===== src/rtl/axi_rd_master_pkg.sv =====
// Shared AXI4 read-master types, constants and small arithmetic helpers.
package axi_rd_master_pkg;

  localparam int AXI_4K = 4096;

  typedef enum logic [2:0] {
    SIZE_1, SIZE_2, SIZE_4, SIZE_8, SIZE_16, SIZE_32, SIZE_64, SIZE_128
  } AxiSize_t;

  typedef enum logic [1:0] {BURST_FIXED, BURST_INCR, BURST_WRAP, BURST_RSVD} AxiBurst_t;

  typedef enum logic [1:0] {OKAY, EXOKAY, SLVERR, DECERR} AxiResp_t;

  typedef logic [3:0] AxiCache_t;
  // Bufferable + modifiable.
  localparam AxiCache_t CACHE_BUF_MOD = 4'b0011;

  typedef struct packed {
    logic [31:0] addr;
    logic [15:0] bytes;
  } AxiMasterRdCtrl_t;

  typedef struct packed {
    AxiResp_t resp;
  } AxiMasterRdStatus_t;

  // Read-master FSM states; the state register is named 'state' in the top.
  typedef enum logic [2:0] {IDLE, CALC, AR, RD, DONE} AxiRdState_t;

  function automatic logic axiAccepted(input logic valid, input logic ready);
    return valid && ready;
  endfunction

  // EXOKAY counts as success for a single-ID non-exclusive master.
  function automatic logic axiSuccess(input logic [1:0] resp);
    return (resp == OKAY) || (resp == EXOKAY);
  endfunction

  // Byte count to beat count, rounded up.
  function automatic logic [16:0] bytes2beats(input logic [15:0] bytes, input AxiSize_t size);
    logic [16:0] sum;
    sum = {1'b0, bytes} + ((17'd1 << size) - 17'd1);
    return sum >> size;
  endfunction

  // Beats that fit between an aligned address and the next 4 KB boundary.
  function automatic logic [12:0] beatsTo4k(input logic [31:0] addr, input AxiSize_t size);
    logic [12:0] room;
    room = 13'(AXI_4K) - {1'b0, addr[11:0]};
    return room >> size;
  endfunction

endpackage


===== src/rtl/axi_rd_master_splitter.sv =====
// Combinational burst sizing: how many beats the next burst may carry and
// where the burst after it starts.
module axi_burst_splitter
  import axi_rd_master_pkg::*;
#(
  parameter int DATA_W    = 32,
  parameter int MAX_BURST = 16
) (
  input  logic [31:0] addr,
  input  logic [16:0] beats_left,
  output logic [8:0]  len,
  output logic [31:0] next_addr
);

  localparam int       BPB  = DATA_W / 8;
  localparam AxiSize_t SIZE = AxiSize_t'(3'($clog2(BPB)));

  logic [16:0] cand;
  logic [12:0] to4k;

  // len = min(beats_left, MAX_BURST, beats to the 4 KB boundary).
  always_comb begin
    to4k = beatsTo4k(addr, SIZE);
    cand = beats_left;
    if (17'(MAX_BURST) < cand) cand = 17'(MAX_BURST);
    if ({4'b0, to4k} < cand) cand = {4'b0, to4k};
    len       = cand[8:0];
    next_addr = addr + (32'(len) << SIZE);
  end

endmodule


===== src/rtl/axi_rd_master.sv =====
// Single-ID AXI4 read master: splits a byte-range request into 4 KB-safe INCR
// bursts, streams R data straight to the consumer and reports a final status.
//
// Handshake rule for every channel (ctrl, AR, R, dout, status): a transfer
// happens on the rising edge where valid && ready; a valid source holds its
// payload stable until that edge.
module axi_rd_master
  import axi_rd_master_pkg::*;
#(
  parameter int DATA_W    = 32,
  parameter int MAX_BURST = 16,
  parameter int ID_W      = 1
) (
  input  logic               clk,
  input  logic               rst,
  input  AxiMasterRdCtrl_t   ctrl,
  input  logic               ctrl_valid,
  output logic               ctrl_ready,
  output AxiMasterRdStatus_t status,
  output logic               status_valid,
  output logic [ID_W-1:0]    m_arid,
  output logic [31:0]        m_araddr,
  output logic [7:0]         m_arlen,
  output logic [2:0]         m_arsize,
  output logic [1:0]         m_arburst,
  output logic [3:0]         m_arcache,
  output logic               m_arvalid,
  input  logic               m_arready,
  input  logic [DATA_W-1:0]  m_rdata,
  input  logic [1:0]         m_rresp,
  input  logic               m_rlast,
  input  logic               m_rvalid,
  output logic               m_rready,
  output logic [DATA_W-1:0]  dout_data,
  output logic               dout_last,
  output logic               dout_valid,
  input  logic               dout_ready
);

  localparam int       BPB  = DATA_W / 8;
  localparam AxiSize_t SIZE = AxiSize_t'(3'($clog2(BPB)));

  AxiRdState_t state, state_next;
  logic [31:0] addr_q, next_addr_q, araddr_q;
  logic [16:0] beats_left;
  logic [7:0]  arlen_q;
  logic        last_burst_q, err_q, outst_q;
  AxiResp_t    resp_q;

  logic [8:0]  split_len;
  logic [31:0] split_next;
  logic        ctrl_hs, ar_hs, r_hs, beat_err, misaligned;

  axi_burst_splitter #(.DATA_W(DATA_W), .MAX_BURST(MAX_BURST)) u_splitter (
    .addr       (addr_q),
    .beats_left (beats_left),
    .len        (split_len),
    .next_addr  (split_next)
  );

  assign m_arid    = '0;
  assign m_arsize  = SIZE;
  assign m_arburst = BURST_INCR;
  assign m_arcache = CACHE_BUF_MOD;

  assign ctrl_hs    = axiAccepted(ctrl_valid, ctrl_ready);
  assign ar_hs      = axiAccepted(m_arvalid, m_arready);
  assign r_hs       = axiAccepted(m_rvalid, m_rready);
  assign beat_err   = r_hs && !axiSuccess(m_rresp);
  assign misaligned = (ctrl.addr & 32'(BPB - 1)) != 32'd0;

  // State register plus request/burst bookkeeping.
  always_ff @(posedge clk or posedge rst) begin
    if (rst) begin
      state        <= IDLE;
      addr_q       <= '0;
      next_addr_q  <= '0;
      araddr_q     <= '0;
      arlen_q      <= '0;
      beats_left   <= '0;
      last_burst_q <= 1'b0;
      err_q        <= 1'b0;
      outst_q      <= 1'b0;
      resp_q       <= OKAY;
    end else begin
      state <= state_next;
      case (state)
        IDLE: if (ctrl_hs) begin
          addr_q     <= ctrl.addr;
          beats_left <= bytes2beats(ctrl.bytes, SIZE);
          err_q      <= 1'b0;
          resp_q     <= (ctrl.bytes != 16'd0 && misaligned) ? SLVERR : OKAY;
        end
        CALC: begin
          araddr_q     <= addr_q;
          arlen_q      <= 8'(split_len - 9'd1);
          next_addr_q  <= split_next;
          // The burst that exhausts the request carries dout_last.
          last_burst_q <= (17'(split_len) == beats_left);
        end
        RD: begin
          if (r_hs) beats_left <= beats_left - 17'd1;
          if (beat_err && !err_q) begin
            err_q  <= 1'b1;
            resp_q <= AxiResp_t'(m_rresp);
          end
          if (r_hs && m_rlast) addr_q <= next_addr_q;
        end
        default: ;
      endcase
      if (ar_hs) outst_q <= 1'b1;
      else if (r_hs && m_rlast) outst_q <= 1'b0;
    end
  end

  // Next state and all handshake outputs.
  always_comb begin
    state_next   = state;
    ctrl_ready   = 1'b0;
    m_arvalid    = 1'b0;
    m_rready     = 1'b0;
    dout_valid   = 1'b0;
    dout_last    = 1'b0;
    status_valid = 1'b0;
    case (state)
      IDLE: begin
        ctrl_ready = !rst;
        if (ctrl_hs) state_next = (ctrl.bytes == 16'd0 || misaligned) ? DONE : CALC;
      end
      CALC: state_next = AR;
      AR: begin
        m_arvalid = 1'b1;
        if (m_arready) state_next = RD;
      end
      RD: begin
        m_rready   = dout_ready;
        dout_valid = m_rvalid;
        dout_last  = m_rvalid && m_rlast && last_burst_q;
        if (r_hs && m_rlast)
          state_next = (beats_left <= 17'd1 || err_q || beat_err) ? DONE : CALC;
      end
      DONE: begin
        status_valid = 1'b1;
        state_next   = IDLE;
      end
      default: state_next = IDLE;
    endcase
  end

  assign m_araddr    = araddr_q;
  assign m_arlen     = arlen_q;
  assign dout_data   = m_rdata;
  assign status.resp = resp_q;

  a_ar_stable: assert property (@(posedge clk) disable iff (rst)
    m_arvalid && !m_arready |=> m_arvalid && $stable(m_araddr) && $stable(m_arlen));
  a_no_4k_cross: assert property (@(posedge clk) disable iff (rst)
    m_arvalid |-> (32'(m_araddr[11:0]) + ((32'(m_arlen) + 32'd1) << SIZE)) <= 32'(AXI_4K));
  a_one_outstanding: assert property (@(posedge clk) disable iff (rst) ar_hs |-> !outst_q);
  a_rlast_matches_ar: assert property (@(posedge clk) disable iff (rst)
    (r_hs && m_rlast) |-> outst_q);
  a_all_bursts_closed: assert property (@(posedge clk) disable iff (rst)
    (state == DONE) |-> !outst_q);
  a_r_only_in_rd: assert property (@(posedge clk) disable iff (rst) m_rvalid |-> state == RD);

endmodule


===== config.mk =====
export PLATFORM = sky130hd
export DESIGN_NAME = axi_rd_master
export DESIGN_NICKNAME = d
export VERILOG_FILES = /design/src/rtl/axi_rd_master_pkg.sv /design/src/rtl/axi_rd_master_splitter.sv /design/src/rtl/axi_rd_master.sv
export SDC_FILE = /design/constraint.sdc
export NUM_CORES = 1
export LEC_CHECK = 0
export ABC_AREA = 1
export CELL_PAD_IN_SITES_DETAIL_PLACEMENT = 0
export CELL_PAD_IN_SITES_GLOBAL_PLACEMENT = 1
export CORE_UTILIZATION = 34
export CTS_BUF_LIST = sky130_fd_sc_hd__clkbuf_8
export DETAILED_ROUTE_END_ITERATION = 8
export GPL_TIMING_DRIVEN = 1
export PLACE_DENSITY_LB_ADDON = 0.08
export SYNTH_ARGS = -nofsm -noshare
export SYNTH_HDL_FRONTEND = slang
export SYNTH_SLANG_ARGS = --single-unit
export TNS_END_PERCENT = 100

===== constraint.sdc =====
create_clock -name clk -period 4.8 [get_ports clk]
set_input_delay 1.44 -clock clk [delete_from_list [all_inputs] [get_ports clk]]
set_output_delay 1.44 -clock clk [all_outputs]
set_load 0.02 [all_outputs]

-- Word level (Yosys, flattened, before mapping)
Cells that the tools add are included.
- register bits: 128
- input bits: 89
- output and inout bits: 90
- logic and storage cells: 80
- add/sub/neg operators: 5
- $lt $le $gt $ge: 3
- equality and inequality tests: 11
- multiplexer cells: 27
- reduce and logical (&&, ||, !) cells: 25
- operator list (cell ; number):
    $mux W32 ; 2
    $pmux W32 S2 ; 1
    $mux W17 ; 3
    $pmux W17 S2 ; 1
    $add A32 B11 Y32 ; 1
    $reduce_bool A32 Y1 ; 1
    $add A16 B2 Y17 const B ; 1
    $eq A9 B17 Y1 ; 1
    $le A17 B1 Y1 const B ; 1
    $lt A11 B17 Y1 ; 1
    $lt A5 B17 Y1 const A ; 1
    $sub A17 B1 Y17 const B ; 1
    $logic_not A16 Y1 ; 1
    $reduce_bool A16 Y1 ; 1
    $mux W3 ; 5
    $sub A13 B12 Y13 const A ; 1
    $pmux W3 S4 ; 1
    $reduce_and A3 Y1 ; 4
    $ne A2 B2 Y1 const B ; 5
    $mux W9 ; 1
    $logic_and A1 B1 Y1 ; 8
    $mux W1 ; 8
    $sub A8 B1 Y8 const B ; 1
    $eq A3 B2 Y1 const B ; 2
    11 further kinds ; 18

-- Logic depth before layout (Yosys ltp)
- word-level depth: 8
- gate-level depth with buffers: 30
- mapped depth without buffers: 29

-- Hierarchy
From an unflattened synthesis, not the netlist that was laid out.
- cell total of the unflattened synthesis: 1313
- area total of the unflattened synthesis: 8767.2 um^2
- by module, submodules not included (module ; times used ; cells an instance ; area an instance (um^2) ; seq. area each (um^2)):
    axi_rd_master ; 1 ; 937 ; 6814.0 ; 3203.1
    axi_burst_splitter ; 1 ; 376 ; 1953.1 ; 0.0

-- Worst setup path before layout
OpenSTA, ideal clock, no wires.
- path kind: flip-flop to flip-flop
- from: reg addr_q[3]
- to: reg next_addr_q[28]
- library setup time: 83 ps
- arrival time: 4123 ps
- data required time: 4717 ps
- path slack: 594 ps
- stages on the path, launching flop included: 27
- buffers on the path: 0
- period minus slack after synthesis: 4206 ps
- cells stage by stage: dfrtp_1 -> nor2_1 -> nand2_1 -> nor2_1 -> nand4_1 -> nand2_1 -> inv_1 -> ha_1 -> nand2_1 -> nor2_1 -> nand4_1 -> nor2_1 -> nand2_2 -> nand3b_1 -> nand2_1 -> ha_1 -> fa_1 -> nand3_1 -> nand3_1 -> a21oi_1 -> o21ai_0 -> a21boi_0 -> inv_1 -> nand2_1 -> xor2_1 -> nand2_1 -> o21ai_0
- word-level cells in the longest chain between the ends: 4
- RTL lines (element ; line ; text):
    start, declared ; axi_rd_master.sv:44 ; logic [31:0] addr_q, next_addr_q, araddr_q;
    start signal, assigned ; axi_rd_master.sv:89 ; addr_q <= ctrl.addr;
    start signal, assigned ; axi_rd_master.sv:107 ; if (r_hs && m_rlast) addr_q <= next_addr_q;
    $sub A13 B12 Y13 ; axi_rd_master_pkg.sv:49 ; room = 13'(AXI_4K) - {1'b0, addr[11:0]};
    $lt A11 B17 Y1 ; axi_rd_master_splitter.sv:26 ; if ({4'b0, to4k} < cand) cand = {4'b0, to4k};
    $mux W9 ; axi_rd_master_splitter.sv:26 ;
    $add A32 B11 Y32 * ; axi_rd_master_splitter.sv:28 ; next_addr = addr + (32'(len) << SIZE);
    end signal, assigned ; axi_rd_master.sv:97 ; next_addr_q <= split_next;
    end, declared ; axi_rd_master.sv:44 ;
Every way passes the cells marked *; elsewhere a longest branch is shown, timed or not.
A chain may end at the register's enable or synchronous reset.

-- Final worst setup path
- from: reg addr_q[2]
- to: reg next_addr_q[23]
Same word-level chain as after synthesis.

==> flow_summary.ini <==
[cts]
htree_levels = 4
cts_tree = built
clk_path_buf_depth = 2
clkTransAtPathRegs_ps = 90
cts.sinks = 126
cts-root-buf = clkbuf_8
worstSkewPairLatency_ps = 460
numCtsBuffers = 17

[routing]
routed_wl_um = 24500
post_drt_wl_per_cell_um = 15.9
vias = 7488
drt-initial-drc-count = 484
drcViolationCount = 0
drtPass1Iterations = 5
viasPerCell = 4.87
ant_nets = 0

[yosys]
yosysUniqueCellTypes = 43
synth-seq-cells = 126
synth_top_flop_cell = dfrtp_1
synth-seq-area-share_pct = 39.1
synth_area_um2 = 8060
ys_async_sr_fraction_pct = 100
ys_warn_count = 0
synth-edff-count = 0
avgSynthCellArea_um2 = 7.21
postSynthCellCount = 1118

[sta]
skew_ps = 20.4
worst_pin_slew_ps = 739
fin_tns_setup_ps = 0
hold_viol = 0
setup_viol = 0
min_period_over_period_pct = 92.0
min_period_ps = 4420
drv_slew = 0
finalWorstSetupSlack_ps = 384
fmax_ghz = 0.226
maxSlewHeadroom_pct = 50.7

[grt]
overflow = 0
grt_max_degree = 69
grt_pass1_vias = 7167
grt_pass1_wl_um = 39500
antenna_found_initial = 0
track_usage_pct = 21.1

[final_layout]
final_common_cell = nand2_1
synthToLayoutAreaGrowth_pct = 22.1
layout-drive-gt1-share_pct = 9.48
antenna_cells = 0
nFillCells = 2372
final_nets = 1325
layout_common_cells = nand2_1 (283), inv_1 (147), dfrtp_1 (123)

[die]
ios = 179
fp.dieW_um = 156
start_util_pct = 35.2
core.rowCount = 55
floorplan.die_area_um2 = 24300
die_h_um = 156
core_um2 = 22900

[worst_setup_path]
start_kind = register
slowest_delay_ps = 440
worstSetupEndpointType = register
worstSetupPathType = reg -> reg
crit_path_top_delay_cell = dfrtp_2
crit_required_ps = 5100
cpMostUsedCell = nand2_1
arrival_ps = 4710
path_max_fanout = 11

[job]
max_cap_violations = 0

[power]
peakVddDrop_mv = 0.223
power.total_mw = 6.49
p_leak_nw = 4.60
cellPowerDensity_nw_per_um2 = 660

[place]
dp_hpwl_um = 18000
gp_congestion = 0.886
portBuffers = 104
dp_slack_ps = 52.9

[outcome]
status = complete, no violations

[min_path]
hold_path.class = reg -> reg
[per-stage QoR]
| step | hold WS, ps | cells | area, µm² | utilization (%) |
|---|---|---|---|---|
| after CTS | 486 | 1536 | 9730 | 42.5 |
| after detailed placement | 463 | 1504 | 9370 | 40.9 |
| after floorplan | 442 | 1132 | 8110 | - |
| after global placement | 457 | 1504 | 9370 | 40.9 |
| after global routing | 504 | 1537 | 9840 | 42.9 |
| final | 480 | 1537 | 9840 | 42.9 |
[layout make-up]
cell class                      instances  area [µm²]  share of cell area, %
Clock inverter                         14         110                   1.12
Sequential cell                       126        3160                   32.1
Inverter                              151         569                   5.79
Clock buffer                           18         248                   2.52
Multi-Input combinational cell        773        4010                   40.8
Timing Repair Buffer                  142        1350                   13.7
Tap cell                              313         392                   3.98
[where the power goes]
part           total, mW  internal [mW]  leakage, nW  switching [mW]
registers           1.92           1.55         1.56           0.369
logic               3.69           1.41         2.86            2.28
clock network      0.877          0.380        0.184           0.496
[cells in the mapped netlist, types with 13 or more instances]
cell type  count  area, µm²
nand4_1       23        144
o21ai_0      113        566
a21oi_1       29        145
nand3_1       50        250
dfrtp_1      126       3150
or2_2         13       81.3
nor2_1        91        342
nand2_1      287       1080
o211ai_1      31        233
xor2_1        18        158
ha_1          24        300
clkbuf_1      26       97.6
inv_1        147        552
buf_4         44        330
[repair_timing]
| action | in CTS | in global routing |
|---|---|---|
| hold buffers | 0 | 0 |
| endpoints found under the setup margin | 0 | 21 |
| hold endpoints to repair | 0 | 0 |
| buffers inserted | 0 | 1 |
| gates resized for setup | 0 | 30 |
[logic make-up (layout without fill, tap and decap cells)]
| logic type | after synthesis | in the layout | synth area share [%] |
|---|---|---|---|
| simple gates | 492 | 492 | 25.7 |
| buf+inv | 233 | 325 | 13.1 |
| compound gates | 220 | 220 | 15.9 |
| flops | 126 | 126 | 39.1 |
| fa+ha+maj | 25 | 25 | 3.98 |
| xor+xnor | 20 | 20 | 2.17 |
| other cells | 2 | 16 | 0.0932 |
[layer usage]
metal / part of all wire (%) / track usage (%)
met1: 52 / 31.6
met2: 43 / 30.7
met3: 4.0 / 3.25
met4: 1.4 / 6.82
met5: 0 / 0
[flip-flops by register name (all words and copies together) (netlist names), 2 cells and up]
register / cells
next_addr_q: 32
state: 3
m_araddr: 30
addr_q: 32
beats_left: 17
status: 2
m_arlen: 8
[worst paths after layout]
| path | start | end | slack [ps] | depth (start not counted) |
|---|---|---|---|---|
| setup reg to reg | addr_q[2] | next_addr_q[23] | 380 | 28 |
| setup / recovery | addr_q[2] | next_addr_q[23] | 380 | 28 |
| hold reg to reg | m_araddr[17] | m_araddr[17] | 480 | 2 |
| min in group asynchronous | rst | m_araddr[20] | 1400 | 2 |
| max in group asynchronous | rst | beats_left[1] | 2610 | 3 |
| hold / removal | m_araddr[17] | m_araddr[17] | 480 | 2 |
[critical path: cells and delay by family, from the launching register on]
family,cells,cell delay (ps)
buffers and inverters,6,860
AO/OA/AOI/OAI,4,630
AND/OR/NAND/NOR,16,1710
flip-flops,1,440
adder cells (fa/ha/maj),2,610
No activity file was read; power rests on OpenSTA's default activity.
